`config.mk`:
```
export PLATFORM = sky130hd
export DESIGN_NAME = multicycle_control
export DESIGN_NICKNAME = d
export VERILOG_FILES = /design/src/rtl/multicycle_control_pkg.sv /design/src/rtl/multicycle_control.sv
export SDC_FILE = /design/constraint.sdc
export NUM_CORES = 1
export LEC_CHECK = 0
export BUFFER_PORTS_ARGS = -buffer_cell sky130_fd_sc_hd__clkbuf_2
export CAP_MARGIN = 10
export CORE_AREA = 2 2 39 41
export CTS_BUF_LIST = sky130_fd_sc_hd__clkbuf_8 sky130_fd_sc_hd__clkbuf_16
export CTS_CLUSTER_DIAMETER = 80
export DETAILED_ROUTE_END_ITERATION = 12
export DIE_AREA = 0 0 41 43
export GPL_ROUTABILITY_DRIVEN = 0
export PLACE_DENSITY = 0.83
export SLEW_MARGIN = 20
export SYNTH_ARGS = -nofsm -noshare
export SYNTH_HDL_FRONTEND = slang
export SYNTH_SLANG_ARGS = --single-unit
```
`constraint.sdc`:
```
create_clock -name clk -period 1.7 [get_ports clk]
set_clock_uncertainty 0.15 [all_clocks]
set_input_delay 0.34 -clock clk [delete_from_list [all_inputs] [get_ports clk]]
set_output_delay 0.34 -clock clk [all_outputs]
set_load 0.1 [all_outputs]
```
`src/rtl/multicycle_control_pkg.sv`:
```
// Shared MIPS control definitions: opcodes, FSM state encodings and the AluOp,
// ALUSrcB and PCSrc select codes. Imported by the control FSM, and meant to be
// imported by the datapath and the ALU decoder as well, so that all of them use
// the same encodings.
package multicycle_control_pkg;

  // Instruction opcodes, taken from IR bits [31:26].
  localparam logic [5:0] OpRtype = 6'b000000;
  localparam logic [5:0] OpJ     = 6'b000010;
  localparam logic [5:0] OpBeq   = 6'b000100;
  localparam logic [5:0] OpAddi  = 6'b001000;
  localparam logic [5:0] OpLw    = 6'b100011;
  localparam logic [5:0] OpSw    = 6'b101011;

  // AluOp codes passed to the ALU decoder.
  localparam logic [1:0] AluAdd   = 2'b00;
  localparam logic [1:0] AluSub   = 2'b01;
  localparam logic [1:0] AluFunct = 2'b10;

  // ALUSrcB selects.
  localparam logic [1:0] SrcBReg   = 2'b00;
  localparam logic [1:0] SrcBFour  = 2'b01;
  localparam logic [1:0] SrcBImm   = 2'b10;
  localparam logic [1:0] SrcBImmSh = 2'b11;

  // PCSrc selects.
  localparam logic [1:0] PcSrcAlu    = 2'b00;
  localparam logic [1:0] PcSrcAluOut = 2'b01;
  localparam logic [1:0] PcSrcJump   = 2'b10;

  // Debug-visible state encodings. Codes 12-15 are not used.
  typedef enum logic [3:0] {
    StFetch  = 4'd0,
    StDecode = 4'd1,
    StMemAdr = 4'd2,
    StMemRd  = 4'd3,
    StMemWb  = 4'd4,
    StMemWr  = 4'd5,
    StExec   = 4'd6,
    StAluWb  = 4'd7,
    StBranch = 4'd8,
    StAddiEx = 4'd9,
    StAddiWb = 4'd10,
    StJump   = 4'd11
  } state_e;

endpackage

```
`src/rtl/multicycle_control.sv`:
```
// Multicycle MIPS main control FSM.
// Ports:
//   clk, rst_n          clock and asynchronous active-low reset
//   opcode              IR[31:26]
//   zero                ALU zero flag (used for beq via pc_en)
//   mem_ready           memory access completes this cycle
//   AluOp, ALUSrcA, ALUSrcB, PCSrc, IorD, RegDst, MemtoReg  datapath selects
//   IRWrite, MemRead, MemWrite, RegWrite, PCWrite, Branch  enables
//   pc_en               PCWrite | (Branch & zero)
//   illegal_op          one-cycle pulse when DECODE sees an unsupported opcode
//   state_o             current state, for debug
// Outputs are decoded from the state register. The only input dependences are
// the mem_ready gating of IRWrite/PCWrite in FETCH, the illegal_op flag in
// DECODE and zero in pc_en. While reset is asserted every enable is forced low.
module multicycle_control
  import multicycle_control_pkg::*;
#(
  parameter bit MEM_WAIT_EN = 1'b1
) (
  input  logic       clk,
  input  logic       rst_n,
  input  logic [5:0] opcode,
  input  logic       zero,
  input  logic       mem_ready,
  output logic [1:0] AluOp,
  output logic       ALUSrcA,
  output logic [1:0] ALUSrcB,
  output logic       IorD,
  output logic       RegDst,
  output logic       MemtoReg,
  output logic [1:0] PCSrc,
  output logic       IRWrite,
  output logic       MemRead,
  output logic       MemWrite,
  output logic       RegWrite,
  output logic       PCWrite,
  output logic       Branch,
  output logic       pc_en,
  output logic       illegal_op,
  output logic [3:0] state_o
);

  state_e state_q, state_d;
  logic   mem_rdy;

  // Raw enables before reset gating.
  logic ir_write_raw, mem_read_raw, mem_write_raw, reg_write_raw;
  logic pc_write_raw, branch_raw, illegal_raw;

  assign mem_rdy = MEM_WAIT_EN ? mem_ready : 1'b1;

  always_ff @(posedge clk or negedge rst_n) begin
    if (!rst_n) begin
      state_q <= StFetch;
    end else begin
      state_q <= state_d;
    end
  end

  always_comb begin
    state_d       = StFetch;
    AluOp         = AluAdd;
    ALUSrcA       = 1'b0;
    ALUSrcB       = SrcBReg;
    PCSrc         = PcSrcAlu;
    IorD          = 1'b0;
    RegDst        = 1'b0;
    MemtoReg      = 1'b0;
    ir_write_raw  = 1'b0;
    mem_read_raw  = 1'b0;
    mem_write_raw = 1'b0;
    reg_write_raw = 1'b0;
    pc_write_raw  = 1'b0;
    branch_raw    = 1'b0;
    illegal_raw   = 1'b0;

    case (state_q)
      StFetch: begin
        mem_read_raw = 1'b1;
        ALUSrcB      = SrcBFour;
        // IR and PC only capture once the instruction word is actually back.
        ir_write_raw = mem_rdy;
        pc_write_raw = mem_rdy;
        state_d      = mem_rdy ? StDecode : StFetch;
      end
      StDecode: begin
        // Precompute the branch target while the register file is read.
        ALUSrcB = SrcBImmSh;
        case (opcode)
          OpLw, OpSw: state_d = StMemAdr;
          OpRtype:    state_d = StExec;
          OpBeq:      state_d = StBranch;
          OpAddi:     state_d = StAddiEx;
          OpJ:        state_d = StJump;
          default: begin
            state_d     = StFetch;
            illegal_raw = 1'b1;
          end
        endcase
      end
      StMemAdr: begin
        ALUSrcA = 1'b1;
        ALUSrcB = SrcBImm;
        // Only lw and sw reach here; IR holds the opcode stable.
        state_d = (opcode == OpLw) ? StMemRd :
                  (opcode == OpSw) ? StMemWr : StFetch;
      end
      StMemRd: begin
        mem_read_raw = 1'b1;
        IorD         = 1'b1;
        state_d      = mem_rdy ? StMemWb : StMemRd;
      end
      StMemWb: begin
        reg_write_raw = 1'b1;
        MemtoReg      = 1'b1;
        state_d       = StFetch;
      end
      StMemWr: begin
        mem_write_raw = 1'b1;
        IorD          = 1'b1;
        state_d       = mem_rdy ? StFetch : StMemWr;
      end
      StExec: begin
        ALUSrcA = 1'b1;
        AluOp   = AluFunct;
        state_d = StAluWb;
      end
      StAluWb: begin
        reg_write_raw = 1'b1;
        RegDst        = 1'b1;
        state_d       = StFetch;
      end
      StBranch: begin
        ALUSrcA    = 1'b1;
        AluOp      = AluSub;
        PCSrc      = PcSrcAluOut;
        branch_raw = 1'b1;
        state_d    = StFetch;
      end
      StAddiEx: begin
        ALUSrcA = 1'b1;
        ALUSrcB = SrcBImm;
        state_d = StAddiWb;
      end
      StAddiWb: begin
        reg_write_raw = 1'b1;
        state_d       = StFetch;
      end
      StJump: begin
        pc_write_raw = 1'b1;
        PCSrc        = PcSrcJump;
        state_d      = StFetch;
      end
      default: state_d = StFetch;
    endcase
  end

  // Reset must silence every enable immediately, not at the next edge.
  assign IRWrite    = rst_n & ir_write_raw;
  assign MemRead    = rst_n & mem_read_raw;
  assign MemWrite   = rst_n & mem_write_raw;
  assign RegWrite   = rst_n & reg_write_raw;
  assign PCWrite    = rst_n & pc_write_raw;
  assign Branch     = rst_n & branch_raw;
  assign illegal_op = rst_n & illegal_raw;
  assign pc_en      = PCWrite | (Branch & zero);
  assign state_o    = state_q;

endmodule

```
==> metrics.md, run 1 <==
| Metric | Value |
|---|---|
| Status | stopped before the end |
| Stopped at | 3_5_place_dp |
| Halt Reason | [ERROR DPL-0038] Utilization greater than 100%, impossible to legalize |
| Synth cell types | 32 |
| Synth area leader | dfrtp_1 |
| Total nets after synthesis | between 80 and 90 |
| FF+latch count, synth | 4 |
| Sequential fraction of the synthesis area | a little under a fifth |
| IO Count | 32 |
| Placement Rows | 14 |
| Synthesized instance count | 76 |
| Initial Util | 38.16% |
| Die height | roughly 43 um |
| Port bufs | 31 |
| Cell Area, Synth | around 530 um^2 |
| Die Wd | around 41 um |
| Share of the synthesized area in the top cell type | 18.96% |
| Synth top area cells | dfrtp_1 19%, nor3_1 10%, nor2_1 8.5% |
| Syn. warnings | 0 |
| Average cell area after synthesis | a little under 7 um^2 |
[synthesized netlist by cell type, drive strengths merged]
library cell  instances
nor4b                 1
a31oi                 1
dfrtp                 4
o21ai                 3
nand4                 4
nor3                 12
o211ai                1
or3b                  1
o2111ai               1
xnor2                 2
and3                  1
a21bo                 1
xor2                  1
o211a                 1
nand2                 4
inv                   1
o31ai                 1
a32oi                 1
and2                  2
buf                   5
o22ai                 1
nor2b                 4
nand3                 1
nand3b                1
nor3b                 1
o2bb2ai               1
or3                   1
nor2                 12
nand2b                5
o21a                  1
[cell families after synthesis]
group | count (synthesis) | share of synthesized area (%)
buffers and inverters | 6 | 5.449
and+or+nand+nor | 50 | 52.37
AOI/OAI and AO/OA | 13 | 18.25
DFF | 4 | 18.96
xor gates and xnor gates | 3 | 4.977
[stage by stage]
step / TNS, ps / hold slack [ps]
global placement: -1285 / 45.94
floorplan: -12190 / -105.6
==> inputs of run 2 (changes only) <==
--- a/config.mk
+++ b/config.mk
@@ -7,13 +7,11 @@
 export LEC_CHECK = 0
 export BUFFER_PORTS_ARGS = -buffer_cell sky130_fd_sc_hd__clkbuf_2
 export CAP_MARGIN = 10
-export CORE_AREA = 2 2 39 41
-export CTS_BUF_LIST = sky130_fd_sc_hd__clkbuf_8 sky130_fd_sc_hd__clkbuf_16
-export CTS_CLUSTER_DIAMETER = 80
+export CORE_AREA = 2 2 63 65
 export DETAILED_ROUTE_END_ITERATION = 12
-export DIE_AREA = 0 0 41 43
+export DIE_AREA = 0 0 65 67
 export GPL_ROUTABILITY_DRIVEN = 0
-export PLACE_DENSITY = 0.83
+export PLACE_DENSITY_LB_ADDON = 0.15
 export SLEW_MARGIN = 20
 export SYNTH_ARGS = -nofsm -noshare
 export SYNTH_HDL_FRONTEND = slang
==> run 2 against run 1 <==
  * The flow now finishes, with violations (negative setup slack)
  * Synthesized cell count unchanged
  * Area after synthesis unchanged
==> metrics.md, run 2 <==
| Metric | Value |
|---|---|
| Status | complete, but fails checks |
| Failing checks | negative setup slack |
| CTS tree | done |
| Hold Crit Class | in2reg |
| Synthesized instance count | 76 (unchanged) |
| Worst R2R Setup Slack | 0 ps |
| Synth area leader | dfrtp_1 |
| Vias per inst | around 4.4 |
| Maximum operating frequency | 470.9 MHz |
| Layout Nets | roughly 170 |
| FF+latch count, synth | 4 (unchanged) |
| Hold Path End | state_o[2] |
| Die height | 67 um (+56%) |
| CP peak stage delay | around 480 ps |
| Number of remaining DRC errors | 0 |
| HP Start | mem_ready |
| CP Capture Type | output pin |
| Total nets after synthesis | 86 (unchanged) |
| # setup viols final | 20 |
| Worst Tran Pin Value | approximately 550 ps |
| Syn. warnings | 0 (unchanged) |
| Most frequent cells after synthesis | 12 x nor2_1, 11 x nor3_1, 5 x buf_2 |
| Initial antenna violation count | 0 |
| Worst slack at placement | -243.3 ps |
| Share of the synthesized area in the top cell type | 18.96% (unchanged) |
| Antenna Cells | 0 |
| Final hold viol count | 0 |
| Commonest non-fill, non-tap cell in the layout | buf_4 |
| Worst-path clk slew | about 30 ps |
| Largest register FFs | 4 |
| Worst rel slew slack | 63.05% |
| Max-cap violation count | 0 |
| Die area | 0.004355 mm^2 |
| Share of post-route cells with drive strength above 1 | approximately 80% |
| Total Routing Usage GR | 13.10% |
| Reg2reg start | state_o[0] |
| Synthesis-to-finish area growth | 258.8% |
| Overall via count from detail_route | between 800 and 900 |
| Vias in the first global route | 934 |
| Die Wd | 65 um (+59%) |
| Reg2reg end | state_o[0] |
| Top FF cell, synth | dfrtp_1 |
| Final Worst Setup Slack | -423.8 ps |
| Cts bufs inserted | 3 |
| Post-synth EDFFs | 0 (unchanged) |
| Longest Clk Path Bufs | 2 |
| Critical Path Source Type | flop |
| CP cell instances | or3b_4 > nor2_4 > a31oi_4 > o2bb2ai_4 > buf_12 |
| Async SR Flop Fraction | 100.0% (unchanged) |
| Post-DP HPWL | 1886 um |
| CP Class | reg2out |
| Worst-Skew Late Latency | 220 ps |
| Worst r2r path cells | 4 |
| Gr ovfl total | 0 |
| Crit share post-route | 124.9% |
| Synth top area cells | dfrtp_1 19%, nor3_1 10%, nor2_1 8.5% |
| Peak supply drop | between 0.3 and 0.4 mV |
| Sequential fraction of the synthesis area | 18.96% (unchanged) |
| RSZ-0062 raised after global routing | yes |
| Tot Pwr | ~0.00098 W |
| Final instance area | 0.001894 mm^2 |
| PD cells | 516.7 mW/mm^2 |
| Iteration-0 DRC Markers | 22 |
| Most frequent cells in the layout | 30 x buf_4, 25 x buf_12, 17 x buf_6 |
| Largest net degree at the start of global routing | 9 |
| Worst EP arrival | around 1600 ps |
| Core ar. | about 0.0036 mm^2 |
| Wire per inst | about 13 um |
| Initial Util | 14.64% (-24 points) |
| Slowest cell on crit path | dfrtp_4 |
| Average cell area after synthesis | 6.947 um^2 (unchanged) |
| Max Slew Vio Count | 0 |
| H-tree depth | 1 |
| Synth cell types | 32 (unchanged) |
| Drt pass-1 iters | 4 |
| Leading cell type by number of instances after synthesis | nor2_1 |
| Cell Area, Synth | 528.0 um^2 (unchanged) |
| Number of clock sinks | 4 |
| Cell depth of the worst hold path | 5 |
| Static leakage | 0.7731 nW |
| CP Max Fanout | 4 |
| Final wirelength | approximately 2600 um |
| IO Count | 32 (unchanged) |
| WP data required | ~1200 ps |
| Root cell of the clock tree | clkbuf_8 |
| First-pass GRT wire length | roughly 4400 um |
| Area after DPL | between 0.001 and 0.0015 mm^2 |
| Placement Rows | 22 (+8) |
| Routed Antenna Nets | 0 |
| Port bufs | 31 (unchanged) |
| Tmin final | about 2100 ps |
## run 2: cell counts after synthesis
Identical to the previous run, type by type.
## run 2: per-layer routing
metal	share of wire (%)	up-vias	track usage [%]
met5	0	-	0
met4	0.98	0	3.457
met3	5.8	6	3.885
met2	54	26	24.10
met1	39	426	14.60
li1	-	438	-
## run 2: repair_timing
action                     CTS  global route
setup buffers               11             8
hold buffers                 1             0
gates resized for setup     35            16
hold endpoints to repair     4             0
pin swaps                   12             9
setup endpoints to repair   19            22
## run 2: cell type report
cell class                      count  area [um^2]
Fill cell                         303         1712
Timing Repair Buffer               83        987.2
Multi-Input combinational cell     66        683.2
Sequential cell                     4        115.1
Tap cell                           48        60.06
Clock buffer                        3        41.29
Inverter                            1        7.507
## run 2: critical path: cells and delay by family, from the launching register on
family	cells	cell delay [ps]
simple gates	2	540
buf+inv	1	190
flops	1	480
compound gates	2	200
## run 2: cells by family (layout without fill, tap and decap cells)
family	after synthesis	count (layout)	synth area share, %
DFF	4	4	18.96
xor gates and xnor gates	3	3	4.977
and+or+nand+nor	50	50	52.37
AOI/OAI and AO/OA	13	13	18.25
buffers and inverters	6	87	5.449
## run 2: per-stage QoR
step	TNS (ps)	instances	util (%)	hold WS (ps)
6_report	-5214	205	52.53	434.1
5_1_grt	-6090	205	52.53	474.0
4_1_cts	-5585	199	49.51	423.4
2_1_floorplan	-12190	76	-	-105.6
3_5_place_dp	-1403	186	41.36	223.6
3_3_place_gp	-1374	186	41.36	212.0
## run 2: worst max-delay path by stage
| stage | from | to | cells past startpoint |
|---|---|---|---|
| CTS | state_o[0] | pc_en | 5 |
| global placement | state_o[0] | pc_en | 5 |
| floorplan | state_o[2] | pc_en | 5 |
| detailed placement | state_o[0] | pc_en | 5 |
| global route | state_o[0] | pc_en | 5 |
| finish | state_o[0] | pc_en | 5 |
## run 2: where the power goes
group	internal, W	switching (W)	total [W]
clock network	0.000151	0.0000518	0.000203
logic	0.000286	0.000376	0.000662
registers	0.000105	0.00000833	0.000113
total	0.000542	0.000437	0.000979
Note: power is estimated with default switching activity, not from simulation.
==> inputs of run 3 (changes only) <==
==> constraint.sdc (replaced) <==
create_clock -name clk -period 2.7 [get_ports clk]
set_clock_uncertainty 0.15 [all_clocks]
set_input_delay 0.54 -clock clk [delete_from_list [all_inputs] [get_ports clk]]
set_output_delay 0.54 -clock clk [all_outputs]
set_load 0.1 [all_outputs]
==> run 3 against run 2 <==
  * The flow now finishes without violations
  * Non-clock buffer count decreased by 50
  * Sequential cell count unchanged
  * Global-route usage decreased by 3.7 points
  * Highest routed layer is now met3
  * Count of clock-buffer cells in the layout unchanged
  * Utilization decreased by 26 points
  * Cell area decreased by 50%
  * Power decreased by 53%
  * First-iteration DRC count increased by 32%
  * Worst setup slack improved by 570 ps
  * Register-to-register slack improved by 980 ps
  * Combinational power decreased by 62%
  * Sequential share of layout area increased by 5.7 points
==> metrics.md, run 3 (synthesized netlist as in run 2, its figures left out) <==
| Metric | Value |
|---|---|
| Routed Antenna Nets | 0 (unchanged) |
| Worst Tran Pin Value | 546.3 ps (-3.672 ps) |
| Overall via count from detail_route | 683 (-24%) |
| First-pass GRT wire length | 3167 um (-28%) |
| Die area | 0.004355 mm^2 (unchanged) |
| Root cell of the clock tree | clkbuf_8 |
| Tot Pwr | 0.0004593 W (-53%) |
| Core ar. | 0.003606 mm^2 (unchanged) |
| WP depth | 4 (-1) |
| Final Worst Setup Slack | 142.4 ps (+566.2 ps) |
| Number of clock sinks | 4 (unchanged) |
| WHS | 24.20 ps (-409.9 ps) |
| Hold Crit Class | in2async |
| Worst r2r path cells | 3 (-1) |
| Logic gate share of total power | 54.3% (-13 points) |
| Worst rel slew slack | 63.74% (+0.68 points) |
| Layout filler cell count | 420 (+39%) |
| Worst-Skew Late Latency | 220 ps (about the same) |
| Setup Fix Bufs, Post-CTS | 0 (-11) |
| Worst EP arrival | 1870 ps (+240 ps) |
| Net switching power figure | 0.0002336 W (-47%) |
| Iteration-0 DRC Markers | 29 (+32%) |
| Longest Clk Path Bufs | 2 (unchanged) |
| Slowest cell on crit path | dfrtp_4 |
| Status | finished clean |
| Synthesis-to-finish area growth | 80.81% |
| Cts bufs inserted | 3 (unchanged) |
| Gr ovfl total | 0 (unchanged) |
| Final hold viol count | 0 (unchanged) |
| H-tree depth | 1 (unchanged) |
| Layout Nets | 119 (-30%) |
| Total Routing Usage GR | 9.376% (-3.7 points) |
| Die height | 67 um (unchanged) |
| Clock power frac | 27.8% (+7.1 points) |
| Largest register FFs | 4 (unchanged) |
| CP Class | reg2out |
| Initial antenna violation count | 0 (unchanged) |
| Sw frac | 50.86% (+6.2 points) |
| Final wirelength | 1896 um (-28%) |
| Post-DP HPWL | 1535 um (-19%) |
| Die Wd | 65 um (unchanged) |
| Area after DPL | 913.4 um^2 (-39%) |
| Peak supply drop | 0.2145 mV (-37%) |
| IO Count | 32 (unchanged) |
| Crit-path leading delay family | flip-flops |
| Antenna Cells | 0 (unchanged) |
| PD cells | 481.1 mW/mm^2 (-6.9%) |
| Worst-path clk slew | 30 ps (about the same) |
| Max-cap violation count | 0 (unchanged) |
| Share of post-route cells with drive strength above 1 | 53.27% (-26 points) |
| Commonest non-fill, non-tap cell in the layout | clkbuf_2 |
| Drt pass-1 iters | 4 (unchanged) |
| WP buf/inv | 1 (unchanged) |
| Largest net degree at the start of global routing | 16 (+7) |
| Maximum operating frequency | between 300 and 400 MHz |
| Static leakage | 0.4024 nW (-48%) |
| Most frequent cells in the layout | 24 x clkbuf_2, 7 x nor2_1, 6 x nor3_1, 6 x buf_4 |
| Tmin final | ~2600 ps |
| P_int | 0.0002257 W (-58%) |
| Worst slack at placement | 318.7 ps (+561.9 ps) |
| Placement Rows | 22 (unchanged) |
| CP cell instances | nand2b_1 > nor3_1 > o21a_2 > clkbuf_2 |
| RSZ-0062 raised after global routing | no |
| Wire per inst | 12.23 um (-5.1%) |
| CTS tree | done |
| Cts hold-fix bufs | 0 (-1) |
| # setup viols final | 0 (-100%) |
| Critical Path Source Type | flop |
| Number of remaining DRC errors | 0 (unchanged) |
| Initial Util | 14.64% (unchanged) |
| CP Max Fanout | 13 (+9) |
| CP peak stage delay | 550 ps (+70 ps) |
| Reg power frac | 17.9% (+6.3 points) |
| Vias in the first global route | 663 (-29%) |
| WP data required | 2010 ps (+800 ps) |
| CP Capture Type | output pin |
| Crit share post-route | between 90% and 100% |
| Final instance area | 954.7 um^2 (-50%) |
| Vias per inst | 4.406 (+0.82%) |
| Max Slew Vio Count | 0 (unchanged) |
| Port bufs | 31 (unchanged) |
| Cts repair resizes | 0 (-100%) |
[run 3: layout make-up]
| class | count | area (um^2) | share of cell area (%) |
|---|---|---|---|
| tap | 48 | 60.06 | 6.291 |
| timing repair buffer | 33 | 225.2 | 23.59 |
| sequential | 4 | 112.6 | 11.80 |
| inverter | 1 | 3.754 | 0.3932 |
| multi-input combinational | 66 | 511.7 | 53.60 |
| clock buffer | 3 | 41.29 | 4.325 |
[run 3: worst register-to-register path, stage by stage, from the launching register on]
cell and delay, ps:
dfrtp_4 560, or3b_1 470, or3_1 350, nand4_1 110
[run 3: metrics by stage]
stage	utilization [%]	std cells	setup TNS (ps)
after floorplan	-	76	-1358
after global placement	25.33	152	0
after detailed placement	25.33	152	0
after CTS	26.47	155	0
after global routing	26.47	155	0
final	26.47	155	0
[run 3: path summary, 6_finish.rpt]
check	start	end	slack, ps
worst max-delay path	state_o[3]	RegWrite	140
worst min-delay path	rst_n	state_o[1]	20
worst max register to register	state_o[0]	state_o[0]	980
worst min register to register	state_o[2]	state_o[3]	440
max in group asynchronous	rst_n	state_o[0]	2150
min in group clk	state_o[2]	state_o[3]	440
[run 3: power by group through the flow]
| stage | logic (W) | clock network [W] | registers [W] |
|---|---|---|---|
| 3_3_place_gp | 0.000251 | 0 | 0.0000833 |
| 3_5_place_dp | 0.000251 | 0 | 0.0000835 |
| 6_report | 0.000249 | 0.000128 | 0.0000822 |
| 4_1_cts | 0.000252 | 0.000132 | 0.0000825 |
| 5_1_grt | 0.000262 | 0.000139 | 0.0000844 |
| 2_1_floorplan | 0.000176 | 0 | 0.0000968 |
[run 3: metal layers]
layer / up-vias / global-route usage, % / part of all wire, %
met5: - / 0 / 0
li1: 339 / - / -
met2: 25 / 15.72 / 46
met1: 319 / 12.54 / 48
met3: 0 / 1.858 / 6.0
met4: 0 / 1.596 / 0
